**config.mk**
```make
export PLATFORM = sky130hd
export DESIGN_NAME = mem_port_arbiter
export DESIGN_NICKNAME = d
export VERILOG_FILES = /design/src/rtl/mem_arb_pkg.sv /design/src/rtl/mem_arb_rr_pick.sv /design/src/rtl/mem_port_arbiter.sv
export SDC_FILE = /design/constraint.sdc
export NUM_CORES = 1
export LEC_CHECK = 0
export ABC_AREA = 1
export ABC_CLOCK_PERIOD_IN_PS = 2100
export BUFFER_PORTS_ARGS = -buffer_cell sky130_fd_sc_hd__buf_2
export CAP_MARGIN = 10
export CELL_PAD_IN_SITES_DETAIL_PLACEMENT = 0
export CELL_PAD_IN_SITES_GLOBAL_PLACEMENT = 1
export CORE_ASPECT_RATIO = 2
export CORE_MARGIN = 5
export CORE_UTILIZATION = 26
export CTS_CLUSTER_DIAMETER = 200
export DETAILED_ROUTE_END_ITERATION = 7
export GPL_ROUTABILITY_DRIVEN = 1
export PLACE_DENSITY_LB_ADDON = 0.2
export SYNTH_ARGS = -nofsm -noshare
export SYNTH_HDL_FRONTEND = slang
export SYNTH_SLANG_ARGS = --single-unit
export TNS_END_PERCENT = 10
```
**constraint.sdc**
```tcl
create_clock -name clk -period 2.1 [get_ports clk]
set_input_delay 0.105 -clock clk [delete_from_list [all_inputs] [get_ports clk]]
set_output_delay 0.105 -clock clk [all_outputs]
set_load 0.02 [all_outputs]
```
**src/rtl/mem_arb_pkg.sv**
```systemverilog
// Shared types and constants for the memory-port arbiter.
package mem_arb_pkg;

    typedef enum logic [1:0] {IDLE, ISSUE, BUSY, DONE} arb_state_t;

    typedef struct packed {
        logic [24:0] addr;
        logic [1:0]  oplen;
        logic        usgn;
        logic        we;
        logic [31:0] wdata;
    } mem_req_t;

    localparam logic [31:0] DEAD_RESULT = 32'hDEAD_BEEF;

    function automatic int grant_w(input int n);
        return (n > 1) ? $clog2(n) : 1;
    endfunction

endpackage

```
**src/rtl/mem_arb_rr_pick.sv**
```systemverilog
// Combinational round-robin pick: first eligible master after i_last_grant, wrapping.
module mem_arb_rr_pick
    import mem_arb_pkg::*;
#(
    parameter  int NUM_REQ = 3,
    localparam int GW      = grant_w(NUM_REQ)
) (
    input  logic [NUM_REQ-1:0] i_eligible,
    input  logic [GW-1:0]      i_last_grant,
    output logic [GW-1:0]      o_winner,
    output logic               o_any
);

    int w_cand;

    // Scan farthest-first so the closest eligible master overwrites earlier hits.
    always_comb begin
        o_winner = '0;
        o_any    = 1'b0;
        w_cand   = 0;
        for (int k = NUM_REQ; k >= 1; k--) begin
            w_cand = int'(i_last_grant) + k;
            if (w_cand >= NUM_REQ) w_cand = w_cand - NUM_REQ;
            if (i_eligible[GW'(w_cand)]) begin
                o_winner = GW'(w_cand);
                o_any    = 1'b1;
            end
        end
    end

endmodule

```
**src/rtl/mem_port_arbiter.sv**
```systemverilog
// Round-robin arbiter sharing one memory-controller port among NUM_REQ masters.
// Optional BUSY watchdog enabled by defining MEM_ARB_TIMEOUT_EN.
module mem_port_arbiter
    import mem_arb_pkg::*;
#(
    parameter  int NUM_REQ        = 3,
    parameter  int TIMEOUT_CYCLES = 1024,
    localparam int GW             = grant_w(NUM_REQ)
) (
    input  logic                     clk,
    input  logic                     rst_n,
    input  logic [NUM_REQ-1:0]       i_req_enable,
    input  logic [NUM_REQ-1:0]       i_req_we,
    input  logic [NUM_REQ-1:0]       i_req_unsigned,
    input  logic [NUM_REQ-1:0][1:0]  i_req_oplen,
    input  logic [NUM_REQ-1:0][24:0] i_req_addr,
    input  logic [NUM_REQ-1:0][31:0] i_req_wdata,
    output logic [NUM_REQ-1:0]       o_req_valid,
    output logic [NUM_REQ-1:0]       o_req_error,
    output logic [31:0]              o_req_result,
    output logic                     o_m_enable,
    input  logic                     i_m_valid,
    output logic [24:0]              o_m_addr,
    output logic [1:0]               o_m_oplen,
    output logic                     o_m_unsigned,
    output logic                     o_m_we,
    output logic [31:0]              o_m_wdata,
    input  logic [31:0]              i_m_result,
    output logic [GW-1:0]            o_grant_idx,
    output logic                     o_busy
);

    if (NUM_REQ < 2 || NUM_REQ > 8 || TIMEOUT_CYCLES < 2 || TIMEOUT_CYCLES > 65536) begin : g_bad_param
        $error("mem_port_arbiter: parameter out of range");
    end

    arb_state_t          r_state, w_next;
    mem_req_t            r_req, w_sel;
    logic [GW-1:0]       r_grant, r_last, w_winner;
    logic                r_holdoff, w_any, w_latch, w_done, w_abort;
    logic [31:0]         r_result;
    logic [NUM_REQ-1:0]  w_mask, w_gnt_oh;
`ifdef MEM_ARB_TIMEOUT_EN
    logic [15:0]         r_tmo;
    logic                r_err;
`endif

    // The previous grantee sits out the first IDLE cycle after its completion.
    always_comb begin
        w_mask = '0;
        if (r_holdoff) w_mask[r_grant] = 1'b1;
        w_gnt_oh = '0;
        w_gnt_oh[r_grant] = 1'b1;
    end

    mem_arb_rr_pick #(.NUM_REQ(NUM_REQ)) u_pick (
        .i_eligible   (i_req_enable & ~w_mask),
        .i_last_grant (r_last),
        .o_winner     (w_winner),
        .o_any        (w_any)
    );

    always_comb begin
        w_sel.addr  = i_req_addr[w_winner];
        w_sel.oplen = i_req_oplen[w_winner];
        w_sel.usgn  = i_req_unsigned[w_winner];
        w_sel.we    = i_req_we[w_winner];
        w_sel.wdata = i_req_wdata[w_winner];
    end

    always_comb begin
        w_next  = r_state;
        w_latch = 1'b0;
        w_done  = 1'b0;
        w_abort = 1'b0;
        case (r_state)
            IDLE:  if (w_any && !i_m_valid) begin
                       w_next  = ISSUE;
                       w_latch = 1'b1;
                   end
            ISSUE: w_next = BUSY;
            BUSY:  if (i_m_valid) begin
                       w_next = DONE;
                       w_done = 1'b1;
                   end
`ifdef MEM_ARB_TIMEOUT_EN
                   else if (r_tmo == 16'(TIMEOUT_CYCLES - 1)) begin
                       w_next  = DONE;
                       w_abort = 1'b1;
                   end
`endif
            DONE:  w_next = IDLE;
            default: w_next = IDLE;
        endcase
    end

    always_ff @(posedge clk) begin
        if (!rst_n) begin
            r_state   <= IDLE;
            r_req     <= '0;
            r_grant   <= '0;
            r_last    <= GW'(NUM_REQ - 1);
            r_holdoff <= 1'b0;
            r_result  <= '0;
        end else begin
            r_state   <= w_next;
            r_holdoff <= (r_state == DONE);
            if (w_latch) begin
                r_req   <= w_sel;
                r_grant <= w_winner;
            end
            if (w_done) begin
                r_result <= i_m_result;
                r_last   <= r_grant;
            end
            if (w_abort) begin
                r_result <= DEAD_RESULT;
                r_last   <= r_grant;
            end
        end
    end

`ifdef MEM_ARB_TIMEOUT_EN
    always_ff @(posedge clk) begin
        if (!rst_n) begin
            r_tmo <= '0;
            r_err <= 1'b0;
        end else begin
            r_err <= w_abort;
            if (r_state == ISSUE)     r_tmo <= '0;
            else if (r_state == BUSY) r_tmo <= r_tmo + 16'd1;
        end
    end

    assign o_req_error = (r_state == DONE && r_err) ? w_gnt_oh : '0;
`else
    assign o_req_error = '0;
`endif

    assign o_m_enable   = (r_state == ISSUE) || (r_state == BUSY);
    assign o_m_addr     = r_req.addr;
    assign o_m_oplen    = r_req.oplen;
    assign o_m_unsigned = r_req.usgn;
    assign o_m_we       = r_req.we;
    assign o_m_wdata    = r_req.wdata;
    assign o_req_valid  = (r_state == DONE) ? w_gnt_oh : '0;
    assign o_req_result = r_result;
    assign o_grant_idx  = r_grant;
    assign o_busy       = (r_state != IDLE);

endmodule
```
==> impl_metrics.env, run 1 <==
export IMPL_status="completed"
export IMPL_tritoncts="done"
export IMPL_finalHoldViolations=0
export IMPL_synth_top_cell_by_area="dfxtp_1"
export IMPL_drt_iter0_markers=321
export IMPL_yosysMostFrequentCell="nand2_1"
export IMPL_crit_arrival_ns=2.30
export IMPL_pin_count=324
export IMPL_grt_max_degree=53
export IMPL_vias=6678
export IMPL_min_period_over_period=0.957
export IMPL_power_uw=11900
export IMPL_fin_ws_ns=0.0900
export IMPL_internal_power_uw=6180
export IMPL_htreeDepth=3
export IMPL_dieArea_um2=24900
export IMPL_p_seq_frac=0.237
export IMPL_drc=0
export IMPL_initial_core_util=0.262
export IMPL_grt_pass1_vias=6664
export IMPL_fin_tns_setup_ns=0
export IMPL_leakagePower_uw=0.00448
export IMPL_swShare=0.479
export IMPL_ys_ff_latch=100
export IMPL_areaGrowthSynthToFinish_pct=51.9
export IMPL_gp_routability_congestion=0.816
export IMPL_nets=1416
export IMPL_track_usage=0.184
export IMPL_clk_pin_slew_worst_paths_ns=0.08
export IMPL_fin_skew_ns=0.00633
export IMPL_drt_pass1_iter_count=4
export IMPL_wire_per_inst_um=16.5
export IMPL_maxCapViolCount=0
export IMPL_pre_cts_slack_ns=-0.0555
export IMPL_cts_sinks=100
export IMPL_row_count=76
export IMPL_cp_data_required_time_ns=2.39
export IMPL_ir_worst_vdd_mv=0.681
export IMPL_synth_edff_count=0
export IMPL_clk_latency_ns=0.35
export IMPL_ant_nets=0
export IMPL_grt_overflow=0
export IMPL_yosys_area_top_type_share=0.356
export IMPL_postSynthCellCount=851
export IMPL_root_buffer="clkbuf_16"
export IMPL_synthTopCellsByArea="dfxtp_1 36%, nand2_1 10%, nand3_1 8.4%, a21oi_1 8.2%, nor2_1 7.9%"
export IMPL_die_y_um=218
export IMPL_rsz0062_at_grt="true"
export IMPL_p_sw_uw=5690
export IMPL_die_w_um=114
export IMPL_ys_seq_area_frac=0.356
export IMPL_cts_made_buffers=9
export IMPL_coreArea_um2=21500
export IMPL_finalSetupViolCount=0
export IMPL_hp_class="input pin to flip-flop"
export IMPL_synthTopCellsByCount="154 x nand2_1, 119 x nor2_1, 100 x dfxtp_1"
export IMPL_power_density_nw_per_um2=1390
export IMPL_cp_end_kind="flip-flop"
export IMPL_worstPathMaxFanout=8
export IMPL_drt_total_wl_um=24300
export IMPL_yosysWarnings=0
export IMPL_viasPerCell=4.53
export IMPL_combPwrFrac=0.619
export IMPL_synth_avg_cell_area_um2=6.61
export IMPL_grt_pass1_wl_um=35800
export IMPL_final_max_slew_violation_count=0
export IMPL_max_freq_ghz=0.498
export IMPL_synthDistinctLibCells=32
export IMPL_port_buffer_count=320
export IMPL_layout_min_cycle_time_ns=2.01
export IMPL_cts_buffer_depth=2
export IMPL_netlist_area_um2=5630
export IMPL_hpwl_um=17500
export IMPL_antenna_found_initial=7
export IMPL_critPathKind="flip-flop to flip-flop"
export IMPL_cp_start_kind="flip-flop"
export IMPL_synthFlopType="dfxtp_1"
export IMPL_drive_above_1_share=0.365
export IMPL_synthArstFlopShare=0
export IMPL_p_clk_frac=0.144
-- registers in the layout (all words and copies together) (netlist names) --
| signal | cells |
|---|---|
| o_m_wdata | 32 |
| o_req_result | 32 |
| o_grant_idx | 2 |
| o_m_addr | 25 |
| o_m_unsigned | 1 |
| r_holdoff | 1 |
| o_m_oplen | 2 |
| r_last | 2 |
| o_m_we | 1 |
| r_state | 2 |
-- cells in the final DEF (no fill, tap or decap), types with 12 or more instances in the layout --
| cell | instances |
|---|---|
| clkbuf_16 | 12 |
| nand3b_1 | 36 |
| buf_2 | 320 |
| a21oi_2 | 14 |
| buf_4 | 17 |
| o21ai_0 | 48 |
| dlygate4sd3_1 | 25 |
| nand3_1 | 90 |
| a21oi_1 | 88 |
| inv_1 | 68 |
| dfxtp_1 | 97 |
| buf_12 | 18 |
| o21ai_1 | 22 |
| nand2_1 | 153 |
| nor2_1 | 116 |
-- per-stage QoR --
step	utilization	hold slack [ns]	instances	area (µm²)
6_report	0.398	0.0208	1473	8550
5_1_grt	0.398	0.0350	1473	8550
4_1_cts	0.387	0.000469	1459	8310
3_5_place_dp	0.357	0.362	1416	7680
3_3_place_gp	0.357	0.354	1416	7680
2_1_floorplan	-	0.272	853	5640
-- layout make-up --
class / count / area [µm²]
Clock inverter: 7 / 77.6
Fill cell: 2480 / 12900
Multi-Input combinational cell: 610 / 3100
Inverter: 80 / 308
Antenna cell: 7 / 17.5
Tap cell: 273 / 342
Sequential cell: 100 / 2010
Timing Repair Buffer: 387 / 2480
Clock buffer: 9 / 225
-- worst max-delay path, cell delays in order, from the launching register on --
cell and delay, ns:
dfxtp_2 0.34, inv_2 0.05, buf_4 0.14, ha_4 0.16, inv_2 0.06, nand4_1 0.13
inv_2 0.11, a21oi_2 0.04, nand3_2 0.10, nand3_4 0.13, buf_6 0.17, nor2_8 0.16
clkbuf_16 0.18, nand2_1 0.06, a21oi_1 0.11
-- cells by family after synthesis --
kind of cell | after synthesis | synth area share
simple gates | 424 | 0.346
buf+inv | 143 | 0.116
compound gates | 176 | 0.166
fa+ha+maj | 7 | 0.0156
flops | 100 | 0.356
other cells | 1 | 0.000666
-- power by group through the flow --
stage | Combinational [µW] | Sequential [µW] | Clock (µW)
after CTS | 7060 | 2810 | 1790
final | 7350 | 2810 | 1710
after floorplan | 3580 | 3550 | 0
after detailed placement | 6790 | 2850 | 0
after global placement | 6790 | 2840 | 0
after global routing | 8090 | 2890 | 1840
-- repair_timing --
action,4_1_cts,5_1_grt
setup buffers,1,4
gates resized for setup,7,30
setup endpoints to repair,40,63
hold endpoints to repair,25,0
hold buffers,25,0
pin swaps,2,17
gates cloned,1,3
-- metal layers --
layer  GRT usage  share of wire  vias up
li1            -              -     3432
met1       0.194           0.36     2995
met2       0.346           0.55      216
met3      0.0319          0.060       35
met4      0.0828          0.033        0
met5           0              0        -
-- worst paths after layout --
path                                         to  cells after the start                           from  slack [ns]
hold reg to reg   o_req_result[23]$_SDFFE_PN0P_                      2  o_req_result[23]$_SDFFE_PN0P_        0.48
hold / removal     o_req_result[1]$_SDFFE_PN0P_                      3                  i_m_result[1]        0.02
setup reg to reg      o_m_addr[11]$_SDFFE_PN0P_                     14         r_last[0]$_SDFFE_PN0P_        0.09
setup / recovery      o_m_addr[11]$_SDFFE_PN0P_                     14         r_last[0]$_SDFFE_PN0P_        0.09
Note: power is estimated with default switching activity, not from simulation.
==> inputs of run 2 (changes only) <==
Settings changed: ABC_AREA 1 to not set, CORE_UTILIZATION 26 to 29.
==> impl_metrics.env, run 2 <==
export IMPL_fin_util=0.469
export IMPL_status="finished with violations"
export IMPL_cts_buffer_depth=2
export IMPL_fin_ws_ns=-0.202
export IMPL_coreArea_um2=19900
export IMPL_grt_pass1_vias=6736
export IMPL_drt_total_wl_um=24000
export IMPL_synth_top_cell_by_area="dfxtp_1"
export IMPL_yosys_area_top_type_share=0.342
export IMPL_power_density_nw_per_um2=1020
export IMPL_ir_worst_vdd_mv=0.423
export IMPL_rsz0062_at_grt="true"
export IMPL_min_period_over_period=1.10
export IMPL_die_w_um=110
export IMPL_yosysMostFrequentCell="dfxtp_1"
export IMPL_port_buffer_count=320
export IMPL_synth_mux_area_frac=0.00855
export IMPL_drc=0
export IMPL_postPlaceCellArea_um2=8200
export IMPL_drt_pass1_iter_count=4
export IMPL_dieArea_um2=23300
export IMPL_cp_start_kind="flip-flop"
export IMPL_crit_arrival_ns=2.54
export IMPL_clk_latency_ns=0.35
export IMPL_ys_seq_area_frac=0.342
export IMPL_max_freq_ghz=0.434
export IMPL_wire_per_inst_um=18.6
export IMPL_slew_headroom=0.664
export IMPL_synth_avg_cell_area_um2=9.19
export IMPL_vias=6143
export IMPL_htreeDepth=3
export IMPL_p_clk_frac=0.195
export IMPL_fillers=2040
export IMPL_cts_sinks=100
export IMPL_layout_min_cycle_time_ns=2.30
export IMPL_final_common_cell="buf_2"
export IMPL_netlist_area_um2=5850
export IMPL_synthArstFlopShare=0
export IMPL_combPwrFrac=0.538
export IMPL_fin_skew_ns=0.00686
export IMPL_yosys_area_share_simple=0.181
export IMPL_initial_core_util=0.294
export IMPL_tightest_slew_ns=0.503
export IMPL_die_y_um=211
export IMPL_finalHoldViolations=0
export IMPL_worstPathMaxFanout=10
export IMPL_grt_max_degree=37
export IMPL_final_cell_mix="320 x buf_2, 96 x dfxtp_1, 72 x nand2_1"
export IMPL_seqCellArea_um2=2010
export IMPL_violations="negative setup slack"
export IMPL_multi_input_area_um2=3500
export IMPL_fin_area_um2=9350
export IMPL_track_usage=0.201
export IMPL_pin_count=324
export IMPL_internal_power_uw=5710
export IMPL_ant_nets=0
export IMPL_synthFlopType="dfxtp_1"
export IMPL_dr_wl_met2_um=13200
export IMPL_hp_class="input pin to flip-flop"
export IMPL_final_max_slew_violation_count=0
export IMPL_p_sw_uw=3780
export IMPL_cts_made_buffers=9
export IMPL_root_buffer="clkbuf_16"
export IMPL_maxCapViolCount=0
export IMPL_p_seq_frac=0.267
export IMPL_gp_routability_congestion=0.818
export IMPL_critPathKind="flip-flop to flip-flop"
export IMPL_synthTopCellsByCount="100 x dfxtp_1, 74 x nand2_1, 66 x inv_1"
export IMPL_areaGrowthSynthToFinish_pct=59.7
export IMPL_viasPerCell=4.77
export IMPL_nets=1246
export IMPL_wl_met1_um=8550
export IMPL_clk_pin_slew_worst_paths_ns=0.07
export IMPL_drt_iter0_markers=168
export IMPL_synth_compound_area_frac=0.353
export IMPL_cp_data_required_time_ns=2.34
export IMPL_yosysWarnings=0
export IMPL_top_layer="met5"
export IMPL_synthDistinctLibCells=42
export IMPL_ys_ff_latch=100
export IMPL_swShare=0.398
export IMPL_finalSetupViolCount=61
export IMPL_synthAdderAreaFrac=0.0150
export IMPL_tritoncts="done"
export IMPL_antenna_found_initial=6
export IMPL_synth_top_family_by_area="compound AO/OA/AOI/OAI gates"
export IMPL_pre_cts_slack_ns=-0.318
export IMPL_synth_xor_xnor_area_share=0.00150
export IMPL_leakagePower_uw=0.00425
export IMPL_hpwl_um=18000
export IMPL_cp_end_kind="flip-flop"
export IMPL_grt_pass1_wl_um=37100
export IMPL_row_count=73
export IMPL_synth_edff_count=0
export IMPL_grt_overflow=0
export IMPL_wl_met3_um=1420
export IMPL_postSynthCellCount=637
export IMPL_drive_above_1_share=0.557
export IMPL_synthTopCellsByArea="dfxtp_1 34%, o32ai_2 16%, a211oi_2 13%, and3_1 6.5%, nand2_1 4.7%"
==> run 2: final timing paths <==
check,slack (ns),from,endpoint,depth (start not counted)
max,-0.20,r_last[1]$_SDFFE_PN1P_,o_m_wdata[27]$_SDFFE_PN0P_,10
min,0.04,rst_n,r_last[1]$_SDFFE_PN1P_,2
max reg2reg,-0.20,r_last[1]$_SDFFE_PN1P_,o_m_wdata[27]$_SDFFE_PN0P_,10
min reg2reg,0.45,o_req_result[1]$_SDFFE_PN0P_,o_req_result[1]$_SDFFE_PN0P_,2
==> run 2: layout make-up <==
type	instances	share of cell area
inverters	67	0.0272
repair buffers	428	0.312
well taps	262	0.0351
clock inverters	7	0.0107
flip-flops and latches	100	0.216
clock buffers	9	0.0241
diodes	4	0.00107
multi-input cells	412	0.374
==> run 2: cells by family after synthesis <==
group / count (synthesis)
fa+ha+maj: 7
xor+xnor: 1
mux: 5
simple gates: 223
other cells: 1
buf+inv: 127
compound gates: 173
flops: 100
==> run 2: per-layer routing <==
metal / vias to the layer above / global-route usage
li1: 3023 / -
met1: 2849 / 0.201
met2: 223 / 0.388
met3: 44 / 0.0507
met4: 4 / 0.0880
met5: - / 0
==> run 2: through the flow <==
step | total power, µW | setup TNS, ns | hold slack [ns] | instances
global route | 10100 | -17.37 | 0.0426 | 1289
finish | 9490 | -10.03 | 0.0357 | 1289
detailed placement | 7210 | -14.02 | 0.350 | 1219
CTS | 9590 | -11.34 | 0.0248 | 1284
floorplan | 5590 | -9.82 | 0.194 | 639
global placement | 7190 | -14.11 | 0.346 | 1219
==> run 2: worst max-delay path, stage by stage, from the launching register on <==
cell and delay [ns]:
dfxtp_4 0.37, inv_2 0.06, ha_4 0.31, mux2i_2 0.26, a21oi_2 0.09, mux2i_4 0.23
buf_12 0.16, clkbuf_16 0.16, and3_1 0.19, a211oi_4 0.26, o32ai_2 0.10
==> run 2: power groups by stage <==
stage          Clock (µW)  Sequential [µW]  Combinational (µW)
2_1_floorplan           0             3040                2550
3_3_place_gp            0             2560                4630
3_5_place_dp            0             2580                4640
4_1_cts              1930             2540                5120
5_1_grt              2000             2590                5480
6_report             1850             2540                5100
==> run 2: repair_timing <==
action | in CTS | in global routing
gates cloned | 6 | 1
resized for setup | 39 | 6
buffers inserted | 11 | 0
hold buffers | 32 | 0
endpoints found under the setup margin | 63 | 64
pin swaps | 37 | 7
endpoints found under the hold margin | 32 | 0
